**src/rtl/inst_decode_ctrl.sv**
```systemverilog
// Instruction decode stage: classifies the fetched word, builds its
// immediate, and holds it in a two-entry skid buffer so o_ready is a flop.

// Builds the sign-extended immediate selected by a one-hot {j,u,b,s,i} format.
module immediate_generator (
    input  logic [31:7] inst,
    input  logic [4:0]  format,
    output logic [31:0] immediate
);

    // Priority order is irrelevant because format is one-hot or zero.
    always_comb begin
        immediate = '0;
        if (format[0]) begin
            immediate = {{20{inst[31]}}, inst[31:20]};
        end else if (format[1]) begin
            immediate = {{20{inst[31]}}, inst[31:25], inst[11:7]};
        end else if (format[2]) begin
            immediate = {{19{inst[31]}}, inst[31], inst[7], inst[30:25], inst[11:8], 1'b0};
        end else if (format[3]) begin
            immediate = {inst[31:12], 12'b0};
        end else if (format[4]) begin
            immediate = {{11{inst[31]}}, inst[31], inst[19:12], inst[20], inst[30:21], 1'b0};
        end
    end

endmodule

module inst_decode_ctrl #(
    parameter int XLEN = 32
) (
    input  logic            i_clk,
    input  logic            i_rst_n,
    input  logic            i_flush,
    input  logic            i_valid,
    output logic            o_ready,
    input  logic [31:0]     i_inst,
    input  logic [XLEN-1:0] i_pc,
    output logic            o_valid,
    input  logic            i_ready,
    output logic [31:0]     o_inst,
    output logic [XLEN-1:0] o_pc,
    output logic [4:0]      o_format,
    output logic [XLEN-1:0] o_immediate,
    output logic            o_illegal
);

    typedef enum logic [1:0] {
        EMPTY = 2'd0,
        ONE   = 2'd1,
        FULL  = 2'd2
    } state_t;

    typedef struct packed {
        logic [31:0]     inst;
        logic [XLEN-1:0] pc;
        logic [4:0]      format;
        logic [XLEN-1:0] immediate;
        logic            illegal;
    } entry_t;

    state_t state;
    state_t state_next;
    logic   ready_q;
    entry_t out_q;
    entry_t skid_q;
    entry_t captured;

    logic        in_fire;
    logic        out_fire;
    logic        load_out_from_in;
    logic        load_out_from_skid;
    logic        load_skid;
    logic [4:0]  dec_format;
    logic        dec_illegal;
    logic [31:0] dec_immediate;

    assign in_fire  = i_valid && ready_q;
    assign out_fire = (state != EMPTY) && i_ready;

    // Classify the incoming word by opcode; illegal words carry no format.
    always_comb begin
        dec_format  = '0;
        dec_illegal = 1'b0;
        if (i_inst[1:0] != 2'b11) begin
            dec_illegal = 1'b1;
        end else begin
            case (i_inst[6:2])
                5'b01101, 5'b00101:                             dec_format = 5'b01000;
                5'b11011:                                       dec_format = 5'b10000;
                5'b11001, 5'b00000, 5'b00100, 5'b00011, 5'b11100: dec_format = 5'b00001;
                5'b01000:                                       dec_format = 5'b00010;
                5'b11000:                                       dec_format = 5'b00100;
                5'b01100:                                       dec_format = 5'b00000;
                default:                                        dec_illegal = 1'b1;
            endcase
        end
    end

    // Immediate is built from the word being captured so each entry stores it.
    immediate_generator u_immediate_generator (
        .inst      (i_inst[31:7]),
        .format    (dec_format),
        .immediate (dec_immediate)
    );

    assign captured = '{
        inst:      i_inst,
        pc:        i_pc,
        format:    dec_format,
        immediate: dec_immediate,
        illegal:   dec_illegal
    };

    // Next-state and buffer load controls; flush overrides everything.
    always_comb begin
        state_next         = state;
        load_out_from_in   = 1'b0;
        load_out_from_skid = 1'b0;
        load_skid          = 1'b0;
        case (state)
            EMPTY: begin
                if (in_fire) begin
                    state_next       = ONE;
                    load_out_from_in = 1'b1;
                end
            end
            ONE: begin
                if (in_fire && out_fire) begin
                    load_out_from_in = 1'b1;
                end else if (in_fire) begin
                    state_next = FULL;
                    load_skid  = 1'b1;
                end else if (out_fire) begin
                    state_next = EMPTY;
                end
            end
            FULL: begin
                if (out_fire) begin
                    state_next         = ONE;
                    load_out_from_skid = 1'b1;
                end
            end
            default: state_next = EMPTY;
        endcase
        if (i_flush) begin
            state_next         = EMPTY;
            load_out_from_in   = 1'b0;
            load_out_from_skid = 1'b0;
            load_skid          = 1'b0;
        end
    end

    // State register; o_ready is registered from the next state, not from i_ready.
    always_ff @(posedge i_clk or negedge i_rst_n) begin
        if (!i_rst_n) begin
            state   <= EMPTY;
            ready_q <= 1'b0;
        end else begin
            state   <= state_next;
            ready_q <= (state_next != FULL);
        end
    end

    // Output and skid registers holding decoded entries in arrival order.
    always_ff @(posedge i_clk or negedge i_rst_n) begin
        if (!i_rst_n) begin
            out_q  <= '0;
            skid_q <= '0;
        end else begin
            if (load_out_from_in) begin
                out_q <= captured;
            end else if (load_out_from_skid) begin
                out_q <= skid_q;
            end
            if (load_skid) begin
                skid_q <= captured;
            end
        end
    end

    assign o_ready     = ready_q;
    assign o_valid     = (state != EMPTY);
    assign o_inst      = out_q.inst;
    assign o_pc        = out_q.pc;
    assign o_format    = out_q.format;
    assign o_immediate = out_q.immediate;
    assign o_illegal   = out_q.illegal;

endmodule

```
**config.mk**
```make
export PLATFORM = sky130hd
export DESIGN_NAME = inst_decode_ctrl
export DESIGN_NICKNAME = d
export VERILOG_FILES = /design/src/rtl/inst_decode_ctrl.sv
export SDC_FILE = /design/constraint.sdc
export NUM_CORES = 1
export LEC_CHECK = 0
export CAP_MARGIN = 20
export CELL_PAD_IN_SITES_DETAIL_PLACEMENT = 0
export CELL_PAD_IN_SITES_GLOBAL_PLACEMENT = 2
export CORE_MARGIN = 10
export CORE_UTILIZATION = 31
export DETAILED_ROUTE_END_ITERATION = 6
export PLACE_DENSITY_LB_ADDON = 0.25
export RECOVER_POWER = 100
export SYNTH_ARGS = -nofsm -noshare
export SYNTH_HDL_FRONTEND = slang
export SYNTH_SLANG_ARGS = --single-unit
```
**constraint.sdc**
```tcl
create_clock -name i_clk -period 2.2 [get_ports i_clk]
set_input_delay 0.44 -clock i_clk [delete_from_list [all_inputs] [get_ports i_clk]]
set_output_delay 0.44 -clock i_clk [all_outputs]
set_load 0.05 [all_outputs]
```
==> reports/qor.txt <==
CTS Root Cell = clkbuf_16
Buffers on Ports = 172
Largest net degree at the start of global routing = 54
Die Y = 189 um
Worst-Skew Late Latency = 0.51 ns
RSZ-0062 raised after global routing = false
Syn avg cell area = 9.07 um^2
DR pass1 iterations = 5
Nets = 1250
Worst Path Arrival = 1.72 ns
Min Tclk post-route = 2.16 ns
Starting Density = 0.316
Worst reg2reg path depth = 6
Distinct cells, synth = 55
R2r setup slk = 0.19 ns
CTS Buffer Depth = 3
Fin. Hold Viols = 0
Total wire length = 28600 um
Max stage delay on crit path = 0.82 ns
CTS tree = built
Core footprint = 28000 um^2
Initial antenna violation count = 0
Vias in the first global route = 7884
Post-synth EDFFs = 0
Area of the multi-input gates = 3340 um^2
Final Cycle Share = 0.983
Clock skew = 0.0179 ns
Worst-path maximum fanout = 2
GPL Wtd Cong = 0.806
Num CTS Buffers = 24
Hold Startpoint = skid_q[51]$_DFFE_PN0P_
Mapped Nets = 1045
Setup Fix Bufs, Post-CTS = 0
Die area = 35700 um^2
Grt total ovfl = 0
Crit path capture = o_immediate[14]
Launch point of the worst reg-to-reg path = state[0]$_DFF_PN0_
PD cells = 993 nW/um^2
Reg area = 5180 um^2
Routed vias = 7599
Kind of cell adding the most delay to the critical path = buffers and inverters
Max VDD drop = 0.470 mV
Worst EP required = 1.76 ns
# setup viols final = 0
HPWL Detailed = 19900 um
Post-route total power = 12.0 mW
Slew @ Worst Pin = 1.30 ns
Nature of the critical path startpoint = flop
Ant diodes = 0
CP Capture Type = output port
DR DRC count = 0
Fillcell total = 2876
Final ANT Viol Nets = 0
Clock-pin slew on the worst setup and hold paths = 0.06 ns
Reg2reg end = o_pc[0]$_DFFE_PN0P_
Synthesized flop and latch total = 207
Static leakage = 5.56 nW
# clock sinks = 207
Setup Crit Path Kind = reg -> out
Stages on the worst setup path = 1
H-tree Lvls = 1
Ys async rst share = 1.00
Top_reg_cell synth = dfrtp_1
Status = complete, no violations
Syn-to-layout area delta = 36.4%
Seq/Total Area, Yosys = 0.585
First-pass GRT wire length = 46400 um
Min-delay worst type = reg -> reg
Achievable Freq = 462 MHz
Vias per cell = 4.83
I/O Pins = 173
Crit path max-delay cell type = clkdlybuf4s50_1
Fraction of layout cells with a size suffix above 1 = 0.0995
Rows = 61
Cells after synthesis = 976
Iter 0 DRT Violations = 588
Max Cap Viol = 0
Inst Count DP = 1532
Relative slew slack = 0.131
Avg WL per Cell = 18.2 um
Buf/Inv on CP = 1
Synthesized area = 8850 um^2
Die width = 189 um
CP startpoint = o_immediate[14]$_DFFE_PN0P_
Total track usage = 0.160
Slew Viols, Final = 0
Synthesis Warnings = 0
Critical-path cell list = clkdlybuf4s50_1
Non-Filler Instances = 1574
placed cells by master, fill, tap and decap left out, types with 19 or more instances in the layout:
master           count
nand2_1            378
dfrtp_1            207
clkdlybuf4s50_1    146
nor2_1              87
a31oi_1             59
buf_4               43
clkbuf_1            30
o21ai_0             27
clkbuf_16           25
a22oi_1             21
a21oi_1             19
state kept, by name, indices dropped and copies added (netlist names):
signal / count
skid_q: 102
o_pc: 32
o_illegal: 1
state: 2
o_format: 5
o_immediate: 32
o_ready: 1
o_inst: 32
stage by stage:
step	setup WS (ns)	utilization	hold slack (ns)	instance area [um^2]	TNS, ns
2_1_floorplan	0.109	-	0.144	8850	0
3_3_place_gp	-0.279	0.413	0.385	11600	-15.78
3_5_place_dp	-0.286	0.413	0.386	11600	-16.41
4_1_cts	0.000654	0.440	0.438	12300	0
5_1_grt	0.000947	0.431	0.489	12100	0
6_report	0.0375	0.431	0.474	12100	0
worst min-delay path, cell delays in order (launching register included):
cell     delay [ns]
dfrtp_1        0.34
nand2_1        0.05
nand2_1        0.05
kinds of logic (layout without fill, tap and decap cells):
kind of cell	Yosys count	in the layout	share of synthesized area
AO/OA/AOI/OAI	179	179	0.140
flip-flops	207	207	0.585
AND/OR/NAND/NOR	510	510	0.228
buffers and inverters	73	293	0.0382
multiplexers	6	6	0.00692
adder cells (fa/ha/maj)	1	1	0.00113
area by class of cell:
| class | instances | share of cell area |
|---|---|---|
| repair buffers | 249 | 0.193 |
| inverters | 3 | 0.000932 |
| flip-flops and latches | 207 | 0.429 |
| clock buffers | 40 | 0.0614 |
| clock inverters | 1 | 0.000414 |
| multi-input cells | 696 | 0.277 |
| well taps | 378 | 0.0391 |
cells in the mapped netlist, types with 3 or more instances:
master / instances / area share
a21oi_1: 18 / 0.010
a221o_1: 11 / 0.012
a222oi_1: 10 / 0.011
a22oi_1: 21 / 0.018
a31oi_1: 59 / 0.042
a32oi_1: 5 / 0.0049
buf_1: 4 / 0.0017
buf_2: 18 / 0.010
buf_4: 5 / 0.0042
buf_6: 3 / 0.0038
clkbuf_1: 40 / 0.017
dfrtp_1: 207 / 0.58
inv_1: 3 / 0.0013
mux2i_1: 5 / 0.0057
nand2_1: 379 / 0.16
nand2b_1: 4 / 0.0028
nand3_1: 15 / 0.0085
nor2_1: 87 / 0.037
nor3_1: 5 / 0.0028
o21ai_0: 27 / 0.015
o22ai_1: 3 / 0.0021
o31ai_1: 7 / 0.0059
power breakdown:
part	switching [mW]	total, mW	internal [mW]
Combinational	2.13	3.26	1.13
Sequential	0.388	4.93	4.54
Clock	1.53	3.81	2.27
Total	4.05	12.0	7.94
layer usage:
metal	GRT usage	vias to the layer above	share of wire
met1	0.217	3669	0.46
met3	0.0349	30	0.062
met5	0	-	0
met2	0.260	199	0.47
met4	0.0299	0	0.014
li1	-	3701	-
how the worst min path moves through the flow:
stage                                         end  depth (start not counted)
after detailed placement     o_pc[29]$_DFFE_PN0P_                          1
final                      skid_q[51]$_DFFE_PN0P_                          2
after global placement       o_pc[29]$_DFFE_PN0P_                          1
after CTS                   skid_q[1]$_DFFE_PN0P_                          2
after floorplan           o_format[0]$_DFFE_PN0P_                          0
after global routing        skid_q[2]$_DFFE_PN0P_                          2
what timing repair did:
item                                   CTS  global route
setup endpoints to repair                6            13
gates cloned                             0             0
endpoints found under the hold margin   41             0
resized for setup                        6            13
hold buffers                             1             0
Power figures use the tool's default switching activity.
